**config.mk**
```make
export PLATFORM = sky130hd
export DESIGN_NAME = oclib_bc_async_slave
export DESIGN_NICKNAME = d
export VERILOG_FILES = /design/src/rtl/oclib_pkg.sv /design/src/rtl/oclib_bc_async_slave_chk.sv /design/src/rtl/oclib_synchronizer.sv /design/src/rtl/oclib_bc_async_slave.sv
export SDC_FILE = /design/constraint.sdc
export NUM_CORES = 1
export LEC_CHECK = 0
export BUFFER_PORTS_ARGS = -buffer_cell sky130_fd_sc_hd__buf_2
export CAP_MARGIN = 25
export CORE_UTILIZATION = 59
export CTS_BUF_LIST = sky130_fd_sc_hd__clkbuf_16
export DETAILED_ROUTE_END_ITERATION = 10
export PLACE_DENSITY = 0.82
export SETUP_SLACK_MARGIN = 0.15
export SLEW_MARGIN = 20
export SYNTH_ARGS = -nofsm -noshare
export SYNTH_HDL_FRONTEND = slang
export SYNTH_SLANG_ARGS = --single-unit
export TNS_END_PERCENT = 50
```
**constraint.sdc**
```tcl
create_clock -name clock -period 2.7 [get_ports clock]
set_input_delay 0.135 -clock clock [delete_from_list [all_inputs] [get_ports clock]]
set_output_delay 0.135 -clock clock [all_outputs]
set_load 0.1 [all_outputs]
```
**src/rtl/oclib_pkg.sv**
```systemverilog
// Shared byte-channel types for the oclib block library, plus the state
// encoding and pointer sizing helper used by the async byte-channel slave.
package oclib_pkg;

  typedef struct packed {
    logic [7:0] data;
    logic       valid;
  } bc_8b_s;

  typedef struct packed {
    logic ready;
  } bc_8b_fb_s;

  typedef struct packed {
    logic [7:0] data;
    logic       req;
  } bc_async_8b_s;

  typedef struct packed {
    logic ack;
  } bc_async_8b_fb_s;

  typedef enum logic [0:0] {
    IDLE     = 1'b0,
    ACK_HIGH = 1'b1
  } bc_async_slave_state_e;

  // A one-entry FIFO still needs a 1-bit pointer.
  function automatic int bc_ptr_width(input int depth);
    if (depth > 1) begin
      return $clog2(depth);
    end else begin
      return 1;
    end
  endfunction

endpackage

```
**src/rtl/oclib_bc_async_slave_chk.sv**
```systemverilog
// Simulation-only invariants of the async slave output FIFO and ack generation.
module oclib_bc_async_slave_chk #(
  parameter int FifoDepth = 2,
  parameter int CntW      = 2
) (
  input logic            clock,
  input logic            resetn,
  input logic            push_i,
  input logic            pop_i,
  input logic [CntW-1:0] count_i,
  input logic            ack_rise_i
);

  localparam logic [CntW-1:0] Full = CntW'(FifoDepth);

  a_no_underflow: assert property (@(posedge clock) disable iff (!resetn)
    !(pop_i && (count_i == CntW'(0))));

  a_no_overflow: assert property (@(posedge clock) disable iff (!resetn)
    !(push_i && !pop_i && (count_i == Full)));

  a_count_range: assert property (@(posedge clock) disable iff (!resetn)
    (count_i <= Full));

  a_ack_not_full: assert property (@(posedge clock) disable iff (!resetn)
    !(ack_rise_i && (count_i == Full)));

endmodule

```
**src/rtl/oclib_synchronizer.sv**
```systemverilog
// Multi-flop synchronizer for signals arriving from an unrelated clock domain.
module oclib_synchronizer #(
  parameter int Width      = 1,
  parameter int SyncCycles = 3
) (
  input  logic             clock,
  input  logic             resetn,
  input  logic [Width-1:0] d_i,
  output logic [Width-1:0] q_o
);

  logic [SyncCycles-1:0][Width-1:0] sync_q;

  // Shift chain: stage 0 samples the asynchronous input.
  always_ff @(posedge clock or negedge resetn) begin
    if (!resetn) begin
      sync_q <= {(SyncCycles*Width){1'b0}};
    end else begin
      sync_q <= {sync_q[SyncCycles-2:0], d_i};
    end
  end

  assign q_o = sync_q[SyncCycles-1];

endmodule

```
**src/rtl/oclib_bc_async_slave.sv**
```systemverilog
// Receive end of the 4-phase asynchronous byte channel; re-issues each byte
// on a local valid/ready stream through a small registered-output FIFO.
module oclib_bc_async_slave
  import oclib_pkg::*;
#(
  parameter int SyncCycles = 3,
  parameter int FifoDepth  = 2
) (
  input  logic            clock,
  input  logic            resetn,
  input  bc_async_8b_s    bcIn,
  output bc_async_8b_fb_s bcInFb,
  output bc_8b_s          bcOut,
  input  bc_8b_fb_s       bcOutFb
);

  localparam int PtrW = bc_ptr_width(FifoDepth);
  localparam int CntW = $clog2(FifoDepth + 1);
  localparam logic [CntW-1:0] Full    = CntW'(FifoDepth);
  localparam logic [PtrW-1:0] LastPtr = PtrW'(FifoDepth - 1);

  logic                  req_sync_s;
  bc_async_slave_state_e state_q, state_d;
  logic                  ack_q, ack_d;
  logic                  push_s, pop_s, head_from_din_s;
  logic [CntW:0]         occ_s;
  logic [CntW-1:0]       count_q, count_d;
  logic [PtrW-1:0]       wr_ptr_q, wr_ptr_d, rd_ptr_q, rd_ptr_d;
  logic [7:0]            mem_q [FifoDepth];
  logic [7:0]            out_data_q, out_data_d;
  logic                  out_valid_q, out_valid_d;

  function automatic logic [PtrW-1:0] ptr_next(input logic [PtrW-1:0] p);
    if (p == LastPtr) begin
      return {PtrW{1'b0}};
    end else begin
      return p + PtrW'(1);
    end
  endfunction

  oclib_synchronizer #(
    .Width      (1),
    .SyncCycles (SyncCycles)
  ) u_req_sync (
    .clock  (clock),
    .resetn (resetn),
    .d_i    (bcIn.req),
    .q_o    (req_sync_s)
  );

  // The pending transfer counts against space so ack never promises a slot we lack.
  assign occ_s = {1'b0, count_q} + {{CntW{1'b0}}, (state_q == ACK_HIGH)};
  assign pop_s = out_valid_q & bcOutFb.ready;

  // Handshake FSM: next state, ack and FIFO push.
  always_comb begin
    state_d = state_q;
    ack_d   = ack_q;
    push_s  = 1'b0;
    case (state_q)
      IDLE: begin
        if (req_sync_s && (occ_s < {1'b0, Full})) begin
          ack_d   = 1'b1;
          state_d = ACK_HIGH;
        end else begin
          ack_d = 1'b0;
        end
      end
      ACK_HIGH: begin
        if (!req_sync_s) begin
          push_s  = 1'b1;
          ack_d   = 1'b0;
          state_d = IDLE;
        end else begin
          ack_d = 1'b1;
        end
      end
      default: begin
        ack_d   = 1'b0;
        state_d = IDLE;
      end
    endcase
  end

  // FIFO bookkeeping and the next value of the registered head.
  always_comb begin
    wr_ptr_d = push_s ? ptr_next(wr_ptr_q) : wr_ptr_q;
    rd_ptr_d = pop_s  ? ptr_next(rd_ptr_q) : rd_ptr_q;
    case ({push_s, pop_s})
      2'b10:   count_d = count_q + CntW'(1);
      2'b01:   count_d = count_q - CntW'(1);
      default: count_d = count_q;
    endcase
    head_from_din_s = push_s && ((count_q == CntW'(0)) ||
                                 (pop_s && (count_q == CntW'(1))));
    if (count_d == CntW'(0)) begin
      out_valid_d = 1'b0;
      out_data_d  = 8'h00;
    end else if (head_from_din_s) begin
      out_valid_d = 1'b1;
      out_data_d  = bcIn.data;
    end else begin
      out_valid_d = 1'b1;
      out_data_d  = mem_q[rd_ptr_d];
    end
  end

  // State, ack and FIFO registers.
  always_ff @(posedge clock or negedge resetn) begin
    if (!resetn) begin
      state_q     <= IDLE;
      ack_q       <= 1'b0;
      count_q     <= {CntW{1'b0}};
      wr_ptr_q    <= {PtrW{1'b0}};
      rd_ptr_q    <= {PtrW{1'b0}};
      out_data_q  <= 8'h00;
      out_valid_q <= 1'b0;
      for (int i = 0; i < FifoDepth; i++) begin
        mem_q[i] <= 8'h00;
      end
    end else begin
      state_q     <= state_d;
      ack_q       <= ack_d;
      count_q     <= count_d;
      wr_ptr_q    <= wr_ptr_d;
      rd_ptr_q    <= rd_ptr_d;
      out_data_q  <= out_data_d;
      out_valid_q <= out_valid_d;
      if (push_s) begin
        mem_q[wr_ptr_q] <= bcIn.data;
      end
    end
  end

  assign bcInFb = bc_async_8b_fb_s'{ack: ack_q};
  assign bcOut  = bc_8b_s'{data: out_data_q, valid: out_valid_q};

  oclib_bc_async_slave_chk #(
    .FifoDepth (FifoDepth),
    .CntW      (CntW)
  ) u_chk (
    .clock      (clock),
    .resetn     (resetn),
    .push_i     (push_s),
    .pop_i      (pop_s),
    .count_i    (count_q),
    .ack_rise_i (ack_d & ~ack_q)
  );

endmodule
```
==> results_dict.tcl <==
set metrics [dict create \
    tightest_slew_ns 0.702 \
    core-area_um2 2230 \
    synth_common_cells "dfrtp_1, mux2_2, a211oi_1, mux2i_1, nor2_1" \
    ys_ff_latch 33 \
    maxSlewHeadroom_pct 53.2 \
    period_share_pct 74.8 \
    setup_tns_ns 0 \
    ys_seq_area_share_pct 58.4 \
    min_path_type "in2reg" \
    ctsResizeCount 0 \
    nets 141 \
    status "completed" \
    timing.final.ws_setup_ns 0.679 \
    cts.path.max_buffers 2 \
    start_util_pct 63.3 \
    avgViaCountPerCell 5.58 \
    cp-start-kind "flop" \
    synth_flop_cell "dfrtp_1" \
    antenna_found_initial 0 \
    multi_input_area_um2 542 \
    cts_setup_buffers 0 \
    synthCells 100 \
    grt_pass1_wl_um 4040 \
    syn_avg_cell_area_um2 14.1 \
    maxClockFrequency_mhz 495 \
    setup_violations 0 \
    port_buffers 21 \
    grt_pass1_vias 897 \
    path_clk_slew_ns 0.05 \
    die_area_um2 2600 \
    slowest_delay_ns 0.61 \
    vias 871 \
    track_usage_pct 22.6 \
    place_congestion 0.722 \
    clock-root-buffer "clkbuf_16" \
    dr.pass1.iters 4 \
    grt_max_degree 34 \
    arrival_ns 2.13 \
    regArea_um2 826 \
    diodes 0 \
    crit_fanout 9 \
    area_delta_synth_final_pct 19.6 \
    slew_violations 0 \
    cp.required_ns 2.81 \
    path_class "reg2reg" \
    ctsHoldBuffers 2 \
    cts_buffers 5 \
    synth_edf_count 0 \
    reg2reg_slack_ns 0.68 \
    async_reset_ff_share_pct 100 \
    synth_area_um2 1410 \
    post-route-util_pct 75.7 \
    dp_worst_setup_slack_ns 0.704 \
    first_iter_violations 16 \
    fp.dieH_um 51.0 \
    finalClockSkew_ns 0.00347 \
    ant_nets 0 \
    startpoint "u_req_sync.q_o" \
    yosysMostFrequentCell "dfrtp_1" \
    cap_violations 0 \
    drc 0 \
    synth_area_leaders "dfrtp_1, mux2_2, mux2i_1" \
    cts_num_sinks 33 \
    period_minus_slack_ns 2.02 \
    worstSetupEndpointType "flop" \
    path_cells "nor2b_2, xnor3_1, a2111oi_4, a211oi_1" \
    post_drt_wl_per_cell_um 15.4 \
    critPathSlowestCell "a2111oi_4" \
    ys_types 25 \
    synth_nets 114 \
    synth_top_area_share_pct 58.4 \
    clk_latency_ns 0.27 \
    min-delay-start "bcIn[4]" \
    hold_viol_final 0 \
    reg2reg_from "u_req_sync.q_o" \
    yosys.area.top_type "dfrtp_1" \
    ios 22 \
    gr-total-overflow 0 \
    place.detailed.hpwl_um 1580 \
    h-tree-depth 2 \
    fillerInstances 148 \
    drive_above_1_share_pct 36.7 \
    ys_warn_count 0 \
    rsz0062_at_grt "false" \
    cts_tree "built" \
    die_w_um 51.0 \
    fp-row-count 17 \
    routed_wl_um 2400 \
]
## path summary, 6_finish.rpt
kind                                        end  cells after the start
max in group asynchronous              mem_q[3]                      2
setup / recovery                  out_data_q[4]                      4
hold reg to reg            u_req_sync.sync_q[1]                      0
hold / removal                         mem_q[3]                      2
min in group asynchronous              mem_q[4]                      2
setup reg to reg                  out_data_q[4]                      4
## area by class of cell
class	instances	area share, %
clock buffers	5	7.40
clock inverters	3	0.666
inverters	5	1.11
multi-input cells	58	32.1
flip-flops and latches	33	48.9
well taps	28	2.07
repair buffers	24	7.85
## metal layers
| metal | wire [µm] | up-vias | GRT usage [%] |
|---|---|---|---|
| met1 | 960 | 444 | 24.7 |
| met5 | 0 | - | 0 |
| li1 | - | 406 | - |
| met2 | 1340 | 16 | 40.6 |
| met3 | 70 | 5 | 5.36 |
| met4 | 29 | 0 | 11.1 |
## worst max-delay path: cells and delay by family (launching register included)
kind / cells / cell delay [ns]
AND/OR/NAND/NOR: 1 / 0.30
flip-flops: 1 / 0.41
XOR/XNOR: 1 / 0.43
AO/OA/AOI/OAI: 2 / 0.73
## metrics by stage
step	area (µm²)	instances	hold WS (ns)
after CTS	1690	156	0.123
final	1690	156	0.132
after global routing	1690	156	0.132
after detailed placement	1530	146	0.226
after global placement	1530	146	0.214
after floorplan	1410	100	-0.161
## layout by cell type (no fill, tap or decap)
master,count
clkbuf_16,5
mux2i_1,8
o21ai_1,1
dlygate4sd3_1,2
buf_2,21
dfrtp_1,33
nor3_2,1
and3_1,2
buf_4,1
a211o_1,1
and2_1,1
nor2_1,8
xnor2_4,1
a21boi_0,1
xor2_1,1
a2111oi_4,1
xnor2_1,1
a211oi_1,8
nor3_1,1
xnor3_1,1
mux2_2,16
inv_1,8
ha_1,2
nand2_1,2
nor2b_2,1
## logic make-up after synthesis
group | after synthesis | synth area share (%)
adder cells (fa/ha/maj) | 2 | 1.77
flip-flops | 33 | 58.4
AO/OA/AOI/OAI | 12 | 7.70
multiplexers | 24 | 18.4
AND/OR/NAND/NOR | 16 | 5.66
XOR/XNOR | 4 | 4.78
buffers and inverters | 9 | 3.27
## registers in the layout (all words and copies together) (netlist names)
| signal | count |
|---|---|
| mem_q | 16 |
| out_data_q | 8 |
| count_q | 2 |
| u_req_sync.sync_q | 2 |
| bcInFb | 1 |
| out_valid_q | 1 |
| rd_ptr_q | 1 |
| u_req_sync.q_o | 1 |
| wr_ptr_q | 1 |
Power is left out: the tool's default activity adds up to more than one toggle a clock period on the data nets, which glitch-free logic cannot reach.
